`config.mk`:
```
export PLATFORM = sky130hd
export DESIGN_NAME = load_store_unit
export DESIGN_NICKNAME = d
export VERILOG_FILES = /design/src/rtl/lsu_pkg.sv /design/src/rtl/lsu_extract_merge.sv /design/src/rtl/load_store_unit.sv
export SDC_FILE = /design/constraint.sdc
export NUM_CORES = 1
export LEC_CHECK = 0
export CAP_MARGIN = 10
export CORE_MARGIN = 2
export CORE_UTILIZATION = 43
export DETAILED_ROUTE_END_ITERATION = 8
export PLACE_DENSITY = 0.82
export SYNTH_ARGS = -nofsm -noshare
export SYNTH_HDL_FRONTEND = slang
export SYNTH_SLANG_ARGS = --single-unit
```
`constraint.sdc`:
```
create_clock -name clock -period 2.6 [get_ports clock]
set_input_delay 0.52 -clock clock [delete_from_list [all_inputs] [get_ports clock]]
set_output_delay 0.52 -clock clock [all_outputs]
set_load 0.03 [all_outputs]
```
`src/rtl/lsu_pkg.sv`:
```
// Shared definitions for the load/store unit.
//   - funct3 encodings for the supported load/store widths
//   - control state enumeration
//   - byte/halfword lane masks and a lane-mask helper used by the RMW merge
package lsu_pkg;

    localparam logic [2:0] F3_B  = 3'b000;
    localparam logic [2:0] F3_H  = 3'b001;
    localparam logic [2:0] F3_W  = 3'b010;
    localparam logic [2:0] F3_BU = 3'b100;
    localparam logic [2:0] F3_HU = 3'b101;

    typedef enum logic [0:0] {
        ST_IDLE      = 1'b0,
        ST_RMW_WRITE = 1'b1
    } lsu_state_e;

    localparam logic [31:0] LANE_MASK_B0 = 32'h0000_00FF;
    localparam logic [31:0] LANE_MASK_B1 = 32'h0000_FF00;
    localparam logic [31:0] LANE_MASK_B2 = 32'h00FF_0000;
    localparam logic [31:0] LANE_MASK_B3 = 32'hFF00_0000;
    localparam logic [31:0] LANE_MASK_H0 = 32'h0000_FFFF;
    localparam logic [31:0] LANE_MASK_H1 = 32'hFFFF_0000;
    localparam logic [31:0] LANE_MASK_W  = 32'hFFFF_FFFF;
    localparam logic [31:0] LANE_MASK_NONE = 32'h0000_0000;

    // Bytes of the memory word that a store of width f3 at byte offset off replaces.
    // Unknown widths replace nothing, so a merge with them returns the old word.
    function automatic logic [31:0] lane_mask(input logic [2:0] f3, input logic [1:0] off);
        logic [31:0] m;
        m = LANE_MASK_NONE;
        case (f3)
            F3_B: begin
                case (off)
                    2'b00:   m = LANE_MASK_B0;
                    2'b01:   m = LANE_MASK_B1;
                    2'b10:   m = LANE_MASK_B2;
                    2'b11:   m = LANE_MASK_B3;
                    default: m = LANE_MASK_NONE;
                endcase
            end
            F3_H:    m = off[1] ? LANE_MASK_H1 : LANE_MASK_H0;
            F3_W:    m = LANE_MASK_W;
            default: m = LANE_MASK_NONE;
        endcase
        return m;
    endfunction

endpackage

```
`src/rtl/lsu_extract_merge.sv`:
```
// Combinational lane logic shared by the load path and the store RMW path.
//   mem_word    in  32  word currently read from memory
//   byte_off    in  2   byte offset within the word (address[1:0])
//   funct3      in  3   access width / signedness
//   store_data  in  32  right-aligned store data
//   load_data   out 32  selected lane(s), sign/zero extended; 0 for unknown funct3
//   merged_word out 32  mem_word with the store lane(s) replaced
module lsu_extract_merge
    import lsu_pkg::*;
(
    input  logic [31:0] mem_word,
    input  logic [1:0]  byte_off,
    input  logic [2:0]  funct3,
    input  logic [31:0] store_data,
    output logic [31:0] load_data,
    output logic [31:0] merged_word
);

    logic [7:0]  byte_s;
    logic [15:0] half_s;
    logic [31:0] mask_s;
    logic [31:0] lane_data_s;

    // Load path: pick the addressed byte/halfword and extend it.
    always_comb begin
        byte_s    = 8'h00;
        half_s    = 16'h0000;
        load_data = 32'h0000_0000;
        case (byte_off)
            2'b00:   byte_s = mem_word[7:0];
            2'b01:   byte_s = mem_word[15:8];
            2'b10:   byte_s = mem_word[23:16];
            2'b11:   byte_s = mem_word[31:24];
            default: byte_s = 8'h00;
        endcase
        // Halfword lane is chosen by bit 1 only; bit 0 is either checked upstream or ignored.
        if (byte_off[1]) begin
            half_s = mem_word[31:16];
        end else begin
            half_s = mem_word[15:0];
        end
        case (funct3)
            F3_B:    load_data = {{24{byte_s[7]}}, byte_s};
            F3_BU:   load_data = {24'h00_0000, byte_s};
            F3_H:    load_data = {{16{half_s[15]}}, half_s};
            F3_HU:   load_data = {16'h0000, half_s};
            F3_W:    load_data = mem_word;
            default: load_data = 32'h0000_0000;
        endcase
    end

    // Store path: replicate store data across lanes, then mask it into the old word.
    always_comb begin
        mask_s = lane_mask(funct3, byte_off);
        case (funct3)
            F3_B:    lane_data_s = {4{store_data[7:0]}};
            F3_H:    lane_data_s = {2{store_data[15:0]}};
            default: lane_data_s = store_data;
        endcase
        merged_word = (mem_word & ~mask_s) | (lane_data_s & mask_s);
    end

endmodule

```
`src/rtl/load_store_unit.sv`:
```
// Load/store unit between the core and a word-addressed data memory.
// Loads complete in the same cycle; SW writes in one cycle; SB/SH run as a
// two-cycle read-modify-write with the core stalled during the read cycle.
// Ports:
//   clock, reset_n                      clock (rising edge), async active-low reset
//   MemRead, MemWrite, funct3           core request (both high = store)
//   address, write_data                 byte address and right-aligned store data
//   read_data, stall, misaligned        results back to the core
//   mem_MemRead, mem_MemWrite,
//   mem_address, mem_write_data         memory request (address always word aligned)
//   mem_read_data                       combinational memory read data
// Optional build macro: LSU_MISALIGN_CHECK_EN -- flags and suppresses misaligned
// H/HU/SH and W/SW accesses; when undefined, misaligned is 0 and low bits are ignored.
module load_store_unit
    import lsu_pkg::*;
#(
    parameter int ADDR_WIDTH = 32,
    parameter int DATA_WIDTH = 32
) (
    input  logic                  clock,
    input  logic                  reset_n,
    input  logic                  MemRead,
    input  logic                  MemWrite,
    input  logic [2:0]            funct3,
    input  logic [ADDR_WIDTH-1:0] address,
    input  logic [DATA_WIDTH-1:0] write_data,
    output logic [DATA_WIDTH-1:0] read_data,
    output logic                  stall,
    output logic                  misaligned,
    output logic                  mem_MemRead,
    output logic                  mem_MemWrite,
    output logic [ADDR_WIDTH-1:0] mem_address,
    output logic [DATA_WIDTH-1:0] mem_write_data,
    input  logic [DATA_WIDTH-1:0] mem_read_data
);

    generate
        if (DATA_WIDTH != 32) begin : g_width_check
            $error("load_store_unit supports DATA_WIDTH == 32 only");
        end
    endgenerate

    lsu_state_e            state_r;
    lsu_state_e            state_next_s;
    logic [ADDR_WIDTH-1:0] addr_r;
    logic [2:0]            funct3_r;
    logic [DATA_WIDTH-1:0] data_r;

    logic                  capture_s;
    logic                  is_store_s;
    logic                  is_load_s;
    logic                  legal_load_s;
    logic                  legal_store_s;
    logic                  mis_s;
    logic                  rmw_valid_s;
    logic [ADDR_WIDTH-1:0] word_addr_s;
    logic [DATA_WIDTH-1:0] load_data_s;
    logic [DATA_WIDTH-1:0] merged_s;

    lsu_extract_merge u_extract_merge (
        .mem_word    (mem_read_data),
        .byte_off    (address[1:0]),
        .funct3      (funct3),
        .store_data  (write_data),
        .load_data   (load_data_s),
        .merged_word (merged_s)
    );

    // Request decode: store wins when both strobes are high; stores have no unsigned forms.
    always_comb begin
        is_store_s    = MemWrite;
        is_load_s     = MemRead & ~MemWrite;
        legal_load_s  = (funct3 == F3_B) || (funct3 == F3_H) || (funct3 == F3_W) ||
                        (funct3 == F3_BU) || (funct3 == F3_HU);
        legal_store_s = (funct3 == F3_B) || (funct3 == F3_H) || (funct3 == F3_W);
        word_addr_s   = {address[ADDR_WIDTH-1:2], 2'b00};
        // The captured width must be a sub-word store; anything else means corrupted state.
        rmw_valid_s   = (funct3_r == F3_B) || (funct3_r == F3_H);
`ifdef LSU_MISALIGN_CHECK_EN
        mis_s = (((funct3 == F3_H) || (funct3 == F3_HU)) && address[0]) ||
                ((funct3 == F3_W) && (address[1:0] != 2'b00));
`else
        mis_s = 1'b0;
`endif
    end

    // Next state and all outputs; everything is held at 0 while reset_n is low.
    always_comb begin
        read_data      = {DATA_WIDTH{1'b0}};
        stall          = 1'b0;
        misaligned     = 1'b0;
        mem_MemRead    = 1'b0;
        mem_MemWrite   = 1'b0;
        mem_address    = {ADDR_WIDTH{1'b0}};
        mem_write_data = {DATA_WIDTH{1'b0}};
        capture_s      = 1'b0;
        state_next_s   = state_r;
        if (!reset_n) begin
            state_next_s = ST_IDLE;
        end else begin
            case (state_r)
                ST_IDLE: begin
                    if (is_store_s && legal_store_s) begin
                        if (mis_s) begin
                            misaligned = 1'b1;
                        end else if (funct3 == F3_W) begin
                            mem_MemWrite   = 1'b1;
                            mem_address    = word_addr_s;
                            mem_write_data = write_data;
                        end else begin
                            // Sub-word store: read the old word now, write the merge next cycle.
                            mem_MemRead  = 1'b1;
                            mem_address  = word_addr_s;
                            stall        = 1'b1;
                            capture_s    = 1'b1;
                            state_next_s = ST_RMW_WRITE;
                        end
                    end else if (is_load_s && legal_load_s) begin
                        if (mis_s) begin
                            misaligned = 1'b1;
                        end else begin
                            mem_MemRead = 1'b1;
                            mem_address = word_addr_s;
                            read_data   = load_data_s;
                        end
                    end else begin
                        // No request or illegal funct3: no access at all.
                        state_next_s = ST_IDLE;
                    end
                end
                ST_RMW_WRITE: begin
                    // Core inputs are ignored here; only captured state drives memory.
                    mem_MemWrite   = rmw_valid_s;
                    mem_address    = addr_r;
                    mem_write_data = data_r;
                    state_next_s   = ST_IDLE;
                end
                default: begin
                    state_next_s = ST_IDLE;
                end
            endcase
        end
    end

    // State register and RMW capture of address, width and merged word.
    always_ff @(posedge clock or negedge reset_n) begin
        if (!reset_n) begin
            state_r  <= ST_IDLE;
            addr_r   <= {ADDR_WIDTH{1'b0}};
            funct3_r <= 3'b000;
            data_r   <= {DATA_WIDTH{1'b0}};
        end else begin
            state_r <= state_next_s;
            if (capture_s) begin
                addr_r   <= word_addr_s;
                funct3_r <= funct3;
                data_r   <= merged_s;
            end
        end
    end

endmodule

```
==> qor.csv, run 1 <==
metric,value,unit
die_x,107.9,um
place_inst,946,
drt-pass1-iter-count,5,
stdcell_count,970,
floorplan.initialDensity,44.59,%
gr-total-overflow,0,
hold_path.class,input port to asynchronous set/reset pin,
worstSkewPairLatency,0.34,ns
power.leakage,0.003304,uW
crit_type,input port to primary output,
fmax,0.3923,GHz
synth_edf_count,0,
reg2reg_slack,0.84,ns
cts.clk_slew.worst_paths,0.08,ns
tightest_slew,1.256,ns
path_max_fanout,8,
synth_ff_type,dfrtp_1,
crit_arrival,2.03,ns
layout_min_cycle_time,2.549,ns
final-hold-violation-count,0,
dp_slack,-0.3082,ns
crit_path_start_kind,input port,
cts.sinks,65,
synth_cell_type_count,43,
root_buffer,clkbuf_8,
drive_gt1_share,28.69,%
drc,0,
clock_skew,0.008759,ns
synth_cells,594,
setup_violations,0,
end_kind,primary output,
syn_to_final_growth,63.25,%
maxCapViolCount,0,
finalWorstSetupSlack,0.05105,ns
power-per-cell-area,437.8,nW/um^2
synth_sequential_area_ratio,35.02,%
placed_cell_area,7102,um^2
ant_nets,0,
fill_cells,807,
num_vias,5556,
grt_pass1_wl,28320,um
antenna_found_initial,1,
slew_headroom,16.26,%
die_y,107.9,um
grt_start_max_net_pins,59,
finalSetupTns,0,ns
drt_first_iter_violations,474,
drt_wl_total,18510,um
die-area,11650,um^2
routedWlPerCell,19.08,um
htreeDepth,3,
synthArstFlopShare,100.0,%
gp_congestion,0.9730,
synthesis.area,4644,um^2
final_area,7582,um^2
cts_tree,yes,
portBuffers,199,
viasPerCell,5.728,
io_pins,203,
utilization,72.79,%
drv_slew,0,
core_area,10420,um^2
outcome,completed,
dp_hpwl,13970,um
synth.ff_latch_count,65,
final_nets,931,
ir_drop,0.2767,mV
clock_path_buffers,2,
post-route-period-util,98.04,%
std_cell_rows,37,
cts_buffers,9,
grtUsageTotal,31.53,%
syn_area_per_cell,7.819,um^2
first_global_vias,5396,
cp.required,2.08,ns
ys_warn_count,0,
## critical path, cell delays in order
cell and delay [ns]:
clkdlybuf4s15_2 0.20, nand2b_4 0.14, buf_6 0.12, a211oi_4 0.28
buf_6 0.17, buf_16 0.13, buf_4 0.11, a22oi_1 0.05
nor2b_1 0.13, buf_4 0.17
## state kept, by name, indices dropped and copies added (netlist names)
name and flops:
data_r 32, funct3_r 2, state_r 1, addr_r 30
## per-stage QoR
step,power [uW],hold WS [ns]
floorplan,1800,0.2244
global placement,2262,0.4577
detailed placement,2295,0.4677
CTS,3308,0.2865
global route,3501,0.3120
finish,3319,0.2845
## Yosys cell counts (2+ instances only)
library cell	number	area, um^2
a21oi_1	43	215.2
a21o_1	2	15.01
mux2i_1	41	410.4
buf_1	6	22.52
buf_2	23	115.1
clkbuf_1	16	60.06
dfrtp_1	65	1627
mux2_2	16	180.2
a22oi_1	37	277.8
inv_1	2	7.510
o22ai_1	7	43.79
nand2b_1	5	31.28
a221oi_1	8	70.07
nor2b_1	32	200.2
o21ai_1	4	20.02
nand2_1	136	510.5
nor2_1	74	277.8
a31oi_1	8	50.05
and2_1	2	12.51
a2111oi_2	7	105.1
o21ai_0	26	130.1
o221ai_1	8	70.07
buf_4	4	30.03
o21a_1	2	15.01
nor3_1	2	10.01
## metal layers
layer,vias up,wire (um),GRT usage (%)
met1,2721,7853,41.17
met4,0,395,11.26
li1,2552,-,-
met2,247,9170,53.01
met3,36,1091,5.003
met5,-,0,0
## worst paths after layout
kind	start	endpoint	cells after the start
worst max-delay path	MemWrite	mem_address[3]	10
max in group asynchronous	reset_n	addr_r[10]	2
worst min register to register	addr_r[9]	addr_r[9]	2
min in group clock	addr_r[9]	addr_r[9]	2
worst min-delay path	reset_n	addr_r[3]	2
worst max register to register	state_r	data_r[8]	7
## logic make-up (layout without fill, tap and decap cells)
kind of cell,Yosys count,in the layout,share of synthesized area [%]
AOI/OAI and AO/OA,160,160,23.30
muxes,57,57,12.72
DFF,65,65,35.02
buffers and inverters,54,291,5.496
other,1,4,0.08074
and+or+nand+nor,257,257,23.38
## power by group
| part | total [uW] | internal [uW] | switching [uW] |
|---|---|---|---|
| clock network | 973 | 569 | 404 |
| registers | 1320 | 1210 | 115 |
| logic | 1020 | 484 | 540 |
| total | 3320 | 2260 | 1060 |
## final cells by class
class	count	area [um^2]	area share (%)
Timing Repair Buffer	272	2639	34.80
Multi-Input combinational cell	477	2904	38.30
Antenna cell	1	2.502	0.03300
Clock buffer	10	137.6	1.815
Sequential cell	65	1628	21.47
Inverter	3	11.26	0.1485
Clock inverter	6	90.09	1.188
Tap cell	136	170.2	2.244
## cell usage in the layout, fill, tap and decap left out, drive strengths merged, types with 16 or more instances in the layout
cell,count
nand2,136
a21oi,44
clkdlybuf4s50,93
dfrtp,65
o21ai,31
mux2i,41
nor2,74
mux2,16
nor2b,32
buf,172
a22oi,37
## repair_timing
action,CTS,global route
pin swaps,4,4
gates resized for setup,34,17
cloned,2,1
hold buffers,0,0
setup endpoints to repair,88,49
setup buffers,1,4
(Power assumes the default switching activity.)
==> run 2: changes to the inputs <==
--- a/config.mk
+++ b/config.mk
@@ -10,6 +10,7 @@
 export CORE_UTILIZATION = 43
 export DETAILED_ROUTE_END_ITERATION = 8
 export PLACE_DENSITY = 0.82
+export SLEW_MARGIN = 20
 export SYNTH_ARGS = -nofsm -noshare
 export SYNTH_HDL_FRONTEND = slang
 export SYNTH_SLANG_ARGS = --single-unit
==> run 2 against run 1 <==
Die area is the same. Non-clock buffer count is the same. Combinational power about the same. Via count barely moved. Critical path depth is the same. Sequential cell count unchanged. Cell area is essentially flat. Clock skew about the same. Sequential share of layout area about the same. Routed wire length hardly changed. Power is 0.18% higher. Worst setup slack gained 0.0030 ns.
==> qor.csv, run 2 (same netlist as run 1, synthesis figures left out) <==
metric,value,unit,change
slew_headroom,50.10,%,+34 points
setup_violations,0,,unchanged
largest_register_ffs,32,,unchanged
antenna_found_initial,1,,unchanged
htreeDepth,3,,unchanged
place_inst,946,,unchanged
die-area,11650,um^2,unchanged
holdBufCountCts,0,,unchanged
fmax,0.3928,GHz,+0.12%
ant_nets,0,,unchanged
clock_skew,0.008900,ns,+0.0001411 ns
r2r-start,state_r,,
std_cell_rows,37,,unchanged
first_global_vias,5396,,unchanged
core_area,10420,um^2,unchanged
routedWlPerCell,19.09,um,about the same
drt_wl_total,18510,um,about the same
power.leakage,0.003304,uW,about the same
layout_common_cells,"139 x buf_4, 135 x nand2_1, 93 x clkdlybuf4s50_1",,
drt-pass1-iter-count,5,,unchanged
finalWorstSetupSlack,0.05401,ns,+0.002953 ns
drive_gt1_share,28.81,%,+0.12 points
die_x,107.9,um,unchanged
hold_path.class,input port to asynchronous set/reset pin,,
crit_end,mem_address[3],,
clock_path_buffers,2,,unchanged
final_nets,931,,unchanged
tightest_slew,0.7485,ns,-0.5076 ns
end_kind,primary output,,
io_pins,203,,unchanged
top_regs,"data_r x32, addr_r x30, funct3_r x2",,
worstSkewPairLatency,0.34,ns,about the same
cts_tree,yes,,
maxCapViolCount,0,,unchanged
grt_start_max_net_pins,59,,unchanged
cts.clk_slew.worst_paths,0.08,ns,about the same
syn_to_final_growth,63.34,%,about the same
outcome,completed,,
grtUsageTotal,31.53,%,unchanged
final_common_cell,buf_4,,
dp_slack,-0.3082,ns,unchanged
top_register,data_r,,
grt_pass1_wl,28320,um,unchanged
crit_type,input port to primary output,,
drt_first_iter_violations,464,,-2.1%
fill_cells,807,,unchanged
post-route-period-util,97.92,%,-0.11 points
reg2reg_slack,0.84,ns,about the same
cts_buffers,9,,unchanged
layout_min_cycle_time,2.546,ns,-0.002953 ns
power-per-cell-area,438.4,nW/um^2,+0.13%
floorplan.initialDensity,44.59,%,unchanged
portBuffers,199,,unchanged
ff2ff_path_depth,7,,unchanged
num_vias,5559,,+0.054%
cts.sinks,65,,unchanged
gr-total-overflow,0,,unchanged
drv_slew,0,,unchanged
root_buffer,clkbuf_8,,
cp.required,2.08,ns,about the same
crit_path_start_kind,input port,,
rr_endpoint,data_r[10],,
final-hold-violation-count,0,,unchanged
ir_drop,0.2766,mV,about the same
drc,0,,unchanged
path_max_fanout,8,,unchanged
crit_start,MemWrite,,
dp_hpwl,13970,um,unchanged
die_y,107.9,um,unchanged
stdcell_count,970,,unchanged
viasPerCell,5.731,,about the same
gp_congestion,0.9730,,unchanged
crit_arrival,2.03,ns,about the same
==> run 2: cell types whose count changed in the layout (fill, tap and decap cells not counted) <==
cell | previous run | this run
a21oi_1 | 41 | 40
a21oi_2 | 2 | 3
==> run 2: routing by layer <==
layer / wire length, um / global-route usage (%) / vias to the layer above
li1: - / - / 2554
met1: 7713 / 41.17 / 2715
met2: 9241 / 53.01 / 248
met3: 1137 / 5.003 / 42
met4: 420 / 11.26 / 0
met5: 0 / 0 / -
==> run 2: layout make-up <==
| class | count | area (um^2) | area share, % |
|---|---|---|---|
| diodes | 1 | 2.502 | 0.03299 |
| clock buffers | 10 | 137.6 | 1.814 |
| clock inverters | 6 | 90.09 | 1.188 |
| inverters | 3 | 11.26 | 0.1484 |
| multi-input cells | 477 | 2908 | 38.33 |
| flip-flops and latches | 65 | 1628 | 21.46 |
| well taps | 136 | 170.2 | 2.243 |
| repair buffers | 272 | 2639 | 34.78 |
==> run 2: power breakdown <==
group / internal [uW] / leakage [uW] / switching [uW]
combinational: 484 / 0.00239 / 539
sequential: 1210 / 0.000797 / 115
clock: 569 / 0.000113 / 410
==> run 2: timing repair <==
action                     4_1_cts  5_1_grt
buffers inserted                 1        4
gates cloned                     2        1
pin swaps                        4        4
setup endpoints to repair       88       49
resized for setup               34       17
==> run 2: per-stage QoR <==
stage | hold slack [ns] | TNS, ns | instance area, um^2 | power, uW | util, %
final | 0.2743 | 0 | 7586 | 3325 | 72.83
after floorplan | 0.2244 | -0.2115 | 4652 | 1800 | -
after CTS | 0.2865 | -0.04438 | 7500 | 3308 | 72.00
after detailed placement | 0.4677 | -12.94 | 7102 | 2295 | 68.18
after global placement | 0.4577 | -8.614 | 7102 | 2262 | 68.18
after global routing | 0.3120 | -0.02411 | 7586 | 3501 | 72.83
==> run 2: worst max-delay path, stage by stage <==
cell and delay, ns:
clkdlybuf4s15_2 0.20, nand2b_4 0.14, buf_6 0.12, a211oi_4 0.28, buf_6 0.17, buf_16 0.13
buf_4 0.10, a22oi_1 0.05, nor2b_1 0.13, buf_4 0.17
==> run 2: worst min path at each step <==
stage / from / to / depth (start not counted)
2_1_floorplan: reset_n / addr_r[10] / 0
5_1_grt: reset_n / addr_r[3] / 2
4_1_cts: reset_n / addr_r[3] / 2
3_5_place_dp: addr_r[9] / addr_r[9] / 2
6_report: reset_n / addr_r[3] / 2
3_3_place_gp: addr_r[23] / addr_r[23] / 2
